$ cat src/rtl/mm_tile_feeder.sv
// Tile sequencer for mm_unit: walks the m/k/n tile loops, gathers A-row and B-column
// lines from two 1-cycle-latency read ports, and presents one registered tile per issue.
module mm_tile_feeder #(
  parameter int M      = 16,
  parameter int K      = 16,
  parameter int N      = 16,
  parameter int M_TILE = 4,
  parameter int K_TILE = 4,
  parameter int N_TILE = 4,
  parameter int DW_MUL = 8,
  parameter int DW_INT = 8,
  parameter int AW     = 8
) (
  input  logic                              clk,
  input  logic                              reset,
  input  logic                              start,
  output logic                              busy,
  output logic                              done,
  output logic                              a_rd_en,
  output logic [AW-1:0]                     a_rd_addr,
  input  logic [DW_MUL*K_TILE-1:0]          a_rd_data,
  output logic                              b_rd_en,
  output logic [AW-1:0]                     b_rd_addr,
  input  logic [DW_MUL*K_TILE-1:0]          b_rd_data,
  output logic                              enable,
  output logic [1:0]                        in_valid,
  output logic [DW_INT-1:0]                 ptr_m,
  output logic [DW_INT-1:0]                 ptr_k,
  output logic [DW_INT-1:0]                 ptr_n,
  output logic [DW_MUL*K_TILE*M_TILE-1:0]   in_a,
  output logic [DW_MUL*K_TILE*N_TILE-1:0]   in_b
);

  localparam int LW    = DW_MUL * K_TILE;
  localparam int KT    = K / K_TILE;
  localparam int NUM_M = M / M_TILE;
  localparam int NUM_K = K / K_TILE;
  localparam int NUM_N = N / N_TILE;
  localparam int CMAX  = (M_TILE > N_TILE) ? M_TILE : N_TILE;
  localparam int CW    = $clog2(CMAX + 1);

  typedef enum logic [2:0] {
    ST_IDLE,
    ST_LOAD_A,
    ST_LOAD_B,
    ST_ISSUE,
    ST_DONE
  } state_t;

  state_t                     state_q, state_d;
  logic [CW-1:0]              cnt_q, cnt_d;
  logic [DW_INT-1:0]          tm_q, tm_d, tk_q, tk_d, tn_q, tn_d;
  logic [M_TILE-1:0][LW-1:0]  a_stage_q, a_stage_d;
  logic [N_TILE-1:0][LW-1:0]  b_stage_q, b_stage_d;
  logic                       issue_load;

  logic [1:0]                 in_valid_q;
  logic [DW_INT-1:0]          ptr_m_q, ptr_k_q, ptr_n_q;
  logic [M_TILE-1:0][LW-1:0]  in_a_q;
  logic [N_TILE-1:0][LW-1:0]  in_b_q;

  logic last_m, last_k, last_n;

  assign last_m = (tm_q == DW_INT'(NUM_M - 1));
  assign last_k = (tk_q == DW_INT'(NUM_K - 1));
  assign last_n = (tn_q == DW_INT'(NUM_N - 1));

  // NOTE: every signal driven here gets a default first, so no path leaves one unassigned and no latch is inferred.
  always_comb begin
    state_d    = state_q;
    cnt_d      = cnt_q;
    tm_d       = tm_q;
    tk_d       = tk_q;
    tn_d       = tn_q;
    a_stage_d  = a_stage_q;
    b_stage_d  = b_stage_q;
    issue_load = 1'b0;
    a_rd_en    = 1'b0;
    a_rd_addr  = '0;
    b_rd_en    = 1'b0;
    b_rd_addr  = '0;

    unique case (state_q)
      ST_IDLE: begin
        if (start) begin
          state_d = ST_LOAD_A;
          cnt_d   = '0;
          tm_d    = '0;
          tk_d    = '0;
          tn_d    = '0;
        end
      end

      ST_LOAD_A: begin
        if (cnt_q < CW'(M_TILE)) begin
          a_rd_en   = 1'b1;
          a_rd_addr = AW'((int'(tm_q) * M_TILE + int'(cnt_q)) * KT + int'(tk_q));
        end
        // Read data lags the strobe by one cycle, so count c lands in row c-1.
        for (int r = 0; r < M_TILE; r++) begin
          if (cnt_q == CW'(r + 1)) a_stage_d[r] = a_rd_data;
        end
        if (cnt_q == CW'(M_TILE)) begin
          state_d = ST_LOAD_B;
          cnt_d   = '0;
        end else begin
          cnt_d = cnt_q + 1'b1;
        end
      end

      ST_LOAD_B: begin
        if (cnt_q < CW'(N_TILE)) begin
          b_rd_en   = 1'b1;
          b_rd_addr = AW'((int'(tn_q) * N_TILE + int'(cnt_q)) * KT + int'(tk_q));
        end
        for (int r = 0; r < N_TILE; r++) begin
          if (cnt_q == CW'(r + 1)) b_stage_d[r] = b_rd_data;
        end
        if (cnt_q == CW'(N_TILE)) begin
          state_d    = ST_ISSUE;
          cnt_d      = '0;
          issue_load = 1'b1;
        end else begin
          cnt_d = cnt_q + 1'b1;
        end
      end

      ST_ISSUE: begin
        cnt_d = '0;
        if (last_n) begin
          tn_d = '0;
          if (last_k) begin
            tk_d = '0;
            tm_d = last_m ? '0 : tm_q + 1'b1;
          end else begin
            tk_d = tk_q + 1'b1;
          end
        end else begin
          tn_d = tn_q + 1'b1;
        end
        // A new k or m index means a new A tile, which always starts at n == 0.
        if (last_n && last_k && last_m) state_d = ST_DONE;
        else if (last_n)                state_d = ST_LOAD_A;
        else                            state_d = ST_LOAD_B;
      end

      ST_DONE: state_d = ST_IDLE;

      default: state_d = ST_IDLE;
    endcase
  end

  // NOTE: sequential state uses non-blocking assignments so every register samples pre-edge values.
  always_ff @(posedge clk) begin
    if (reset) begin
      state_q    <= ST_IDLE;
      cnt_q      <= '0;
      tm_q       <= '0;
      tk_q       <= '0;
      tn_q       <= '0;
      // NOTE: the staging and output tile registers are cleared too, so in_a/in_b read 0 after reset.
      a_stage_q  <= '0;
      b_stage_q  <= '0;
      in_valid_q <= 2'b00;
      ptr_m_q    <= '0;
      ptr_k_q    <= '0;
      ptr_n_q    <= '0;
      in_a_q     <= '0;
      in_b_q     <= '0;
    end else begin
      state_q   <= state_d;
      cnt_q     <= cnt_d;
      tm_q      <= tm_d;
      tk_q      <= tk_d;
      tn_q      <= tn_d;
      a_stage_q <= a_stage_d;
      b_stage_q <= b_stage_d;
      in_valid_q <= issue_load ? ((tn_q == '0) ? 2'b11 : 2'b01) : 2'b00;
      if (issue_load) begin
        // The last B column arrives on this same edge, hence the _d copy.
        in_a_q  <= a_stage_q;
        in_b_q  <= b_stage_d;
        ptr_m_q <= tm_q;
        ptr_k_q <= tk_q;
        ptr_n_q <= tn_q;
      end
    end
  end

  assign busy     = (state_q != ST_IDLE);
  assign enable   = busy;
  assign done     = (state_q == ST_DONE);
  assign in_valid = in_valid_q;
  assign ptr_m    = ptr_m_q;
  assign ptr_k    = ptr_k_q;
  assign ptr_n    = ptr_n_q;
  assign in_a     = in_a_q;
  assign in_b     = in_b_q;

endmodule
$ cat config.mk
export PLATFORM = sky130hd
export DESIGN_NAME = mm_tile_feeder
export DESIGN_NICKNAME = d
export VERILOG_FILES = /design/src/rtl/mm_tile_feeder.sv
export SDC_FILE = /design/constraint.sdc
export NUM_CORES = 1
export LEC_CHECK = 0
export ABC_AREA = 1
export CAP_MARGIN = 20
export CORE_UTILIZATION = 40
export DETAILED_ROUTE_END_ITERATION = 8
export GPL_TIMING_DRIVEN = 0
export PLACE_DENSITY_LB_ADDON = 0.1
export SLEW_MARGIN = 20
export SYNTH_ARGS = -nofsm -noshare
export SYNTH_HDL_FRONTEND = slang
export SYNTH_SLANG_ARGS = --single-unit
export TNS_END_PERCENT = 5
$ cat constraint.sdc
create_clock -name clk -period 4.6 [get_ports clk]
set_input_delay 0.92 -clock clk [delete_from_list [all_inputs] [get_ports clk]]
set_output_delay 0.92 -clock clk [all_outputs]
set_load 0.005 [all_outputs]
==> summary.txt <==
CRITICAL PATH
-------------------------------------------------------------------------------------
Slowest cell on the critical path ......................................      dfxtp_1
Critical-path maximum fanout ...........................................            7
CP startpoint kind .....................................................    flip-flop
Critical path start-end classification .................................   reg -> out
Critical path arrival ..................................................      3.20 ns
Endpoint kind of the worst setup timing path ........................... primary output
Max stage delay on crit path ...........................................      0.55 ns
Required arrival time at the worst endpoint ............................      3.68 ns
Crit path buffers/inverters ............................................            1
CP dominant cell by count ..............................................      nand2_1
Cell breakdown of the critical path .................................... ha_1 -> ha_1 -> xor2_1 -> ha_1 -> nand2_1 -> nor2_1 -> nand2_1 -> o211ai_1 -> nand2_1 -> nand2_1 -> nor2_1 -> clkdlybuf4s50_1
Dominant delay contributor by cell family on the critical path .........  adder cells

DRT
-------------------------------------------------------------------------------------
DRC errors left ........................................................            0
Via count ..............................................................        18947
1st-pass router iterations .............................................            5
Detailed-route vias per instance .......................................        5.190
Antenna Violating Nets Remaining .......................................            0
Post-detailed-routing wire length ......................................     68890 um
Drt first-iter violations ..............................................         1435
WL per Instance ........................................................     18.87 um

GLOBAL ROUTE
-------------------------------------------------------------------------------------
Number of antenna violations at the first check in global routing ......            3
Via count of the first global-routing pass .............................        18057
GR Overflow Total ......................................................            0
Global router's overall resource usage .................................       0.2688
Pin count of the biggest net entering global routing ...................           16
First-pass GRT wire length .............................................    104400 um

STA
-------------------------------------------------------------------------------------
Setup skew after layout ................................................   0.02230 ns
Measured slew at the worst slew-check pin ..............................     1.013 ns
Number of hold violations in the final report ..........................            0
Fin worst setup slack ..................................................    0.4850 ns
Fin crit share .........................................................       0.8946
Post-layout min period .................................................     4.115 ns
Normalized max-slew margin .............................................       0.3247
Number of slew-limit violations in the final report ....................            0
RSZ-0062 raised after global routing ...................................        false
Hold Worst Slack .......................................................    0.4647 ns
Finish-stage setup viols ...............................................            0
Setup TNS ..............................................................         0 ns
F_max ..................................................................   0.2430 GHz

FINAL LAYOUT
-------------------------------------------------------------------------------------
Fin area ...............................................................    26190 um2
Growth of design area from synthesis to finish .........................       32.26%
Highest-count cells in the layout ignoring fill and taps ............... nor2_1, dfxtp_1, clkdlybuf4s50_1, o21ai_0, nand2_1
Layout cells sized above 1 .............................................      0.05660
Fin nets ...............................................................         3029
Most frequent standard cell in the layout excluding fill and tap cells .       nor2_1

CTS
-------------------------------------------------------------------------------------
Count of H-tree levels built during CTS ................................            2
Root buffer cell .......................................................    clkbuf_16
Post-CTS resize count ..................................................            0
Clock tree from TritonCTS ..............................................        built
Count of hold buffers inserted by post-cts repair ......................            0
Number of buffers created by CTS .......................................           56
Clock Tree Buf Depth ...................................................            3
Post-CTS Setup Inserts .................................................            0
Number of sinks on the clock net .......................................          536
Clock-pin slew on the worst setup and hold paths .......................      0.06 ns
Clock insertion delay at the later pin of the skew report ..............      0.62 ns

PLACE
-------------------------------------------------------------------------------------
DP Worst Slack .........................................................     1.120 ns
Dpl cell area ..........................................................    24310 um2
HPWL after detailed placement ..........................................     51440 um
Count of input and output buffers ......................................          368
Routability Congestion .................................................       0.8768

POWER
-------------------------------------------------------------------------------------
Total leakage power ....................................................     10.77 nW
Power density over the cells ........................................... 398.3 nW/um2
PnR Total Power ........................................................     10.43 mW
Peak supply drop .......................................................    0.2555 mV

OUTCOME
-------------------------------------------------------------------------------------
Run status ............................................................. finished, final reports clean

LOGIC SYNTHESIS
-------------------------------------------------------------------------------------
Net Count, Synth .......................................................         2603
Area fraction of the dominant cell type after synthesis ................       0.5420
Register area share after synthesis ....................................       0.5420
EDFF count, synth ......................................................            0
Yosys warning total ....................................................            0
Netlist cell types .....................................................           33
Cell accounting for the most synthesized area ..........................      dfxtp_1
Instance count of the mapped netlist ...................................         2514
Ys async rst share .....................................................            0
Post-synthesis sequential element count ................................          536
Leading post-synthesis cells by cell area .............................. dfxtp_1, nor2_1, o21ai_0
Synthesized area per cell ..............................................    7.875 um2
Post-synthesis instance area ...........................................    19800 um2
Most used DFF post-synth ...............................................      dfxtp_1

DIE
-------------------------------------------------------------------------------------
Floorplan core area ....................................................    48850 um2
Die W ..................................................................     224.5 um
Overall die area .......................................................    50390 um2
Top-level port count ...................................................          370
FP Rows ................................................................           81
Die outline height .....................................................     224.5 um
Initial core utilization ...............................................       0.4053

MIN PATH
-------------------------------------------------------------------------------------
Worst hold path type ...................................................   reg -> reg

RUN
-------------------------------------------------------------------------------------
Reported max-cap violation count .......................................            0

==> worst reg2reg max path, delay by kind of cell (launching register included) <==
family	cells	cell delay (ns)
fa+ha+maj	1	0.15
buf+inv	4	1.19
flops	1	0.39
simple gates	4	0.99
==> where the power goes <==
| group | leakage, nW | total (mW) | internal [mW] | switching, mW |
|---|---|---|---|---|
| logic | 5.54 | 1.03 | 0.307 | 0.723 |
| clock network | 0.913 | 4.57 | 2.65 | 1.92 |
| registers | 4.32 | 4.83 | 4.75 | 0.0799 |
| total | 10.8 | 10.4 | 7.71 | 2.72 |
==> routing by layer <==
metal | track usage | part of all wire
met4 | 0.1031 | 0.036
met3 | 0.05918 | 0.071
met1 | 0.3642 | 0.45
met5 | 0 | 0.00017
met2 | 0.4169 | 0.44
==> flip-flops by register name (all words and copies together) (netlist names) <==
signal	flops
tm_q	8
b_stage_q	96
state_q	3
cnt_q	3
tn_q	8
in_valid	2
a_stage_q	128
ptr_m	8
in_b	128
tk_q	8
ptr_k	8
in_a	128
ptr_n	8
==> worst paths after layout <==
| path | depth (start not counted) | slack [ns] | to | start |
|---|---|---|---|---|
| setup / recovery | 12 | 0.48 | a_rd_addr[7] | cnt_q[2]$_SDFFE_PP0P_ |
| hold / removal | 2 | 0.46 | in_b[124]$_SDFFE_PP0P_ | in_b[124]$_SDFFE_PP0P_ |
| setup reg to reg | 9 | 1.77 | a_stage_q[61]$_SDFFE_PP0P_ | cnt_q[0]$_SDFFE_PP0P_ |
| hold reg to reg | 2 | 0.46 | in_b[124]$_SDFFE_PP0P_ | in_b[124]$_SDFFE_PP0P_ |
==> cells by family after synthesis <==
kind of cell | Yosys count | share of synthesized area
compound gates | 647 | 0.1745
xor+xnor | 8 | 0.003539
buf+inv | 298 | 0.06244
simple gates | 1003 | 0.2032
flops | 536 | 0.5420
fa+ha+maj | 22 | 0.01428
==> cell usage after synthesis, types with 2 or more instances <==
master and instances:
xnor2_1 2, nand4_1 9, buf_1 5, inv_1 112, buf_2 55, o21ai_1 12
nand3_1 151, o21ai_0 353, nor2_1 580, inv_2 5, nand2_2 2, dfxtp_1 536
a31oi_1 32, ha_1 21, clkbuf_1 109, a21oi_1 180, nand2_1 250, buf_4 11
xor2_1 6, o211ai_1 66, nor3_1 5
==> through the flow <==
step                cells  utilization
floorplan            2514            -
global placement     3546       0.4977
detailed placement   3546       0.4977
CTS                  3650       0.5360
global route         3651       0.5361
finish               3651       0.5361
==> area by class of cell <==
class,count,area (um2)
fill,4739,22660
sequential,536,10730
multi-input combinational,1680,7833
timing repair buffer,368,3684
clock buffer,83,1644
tap,664,830.8
buffer,181,797.0
inverter,117,439.2
clock inverter,21,226.5
antenna,1,2.502
Power figures use the tool's default switching activity.
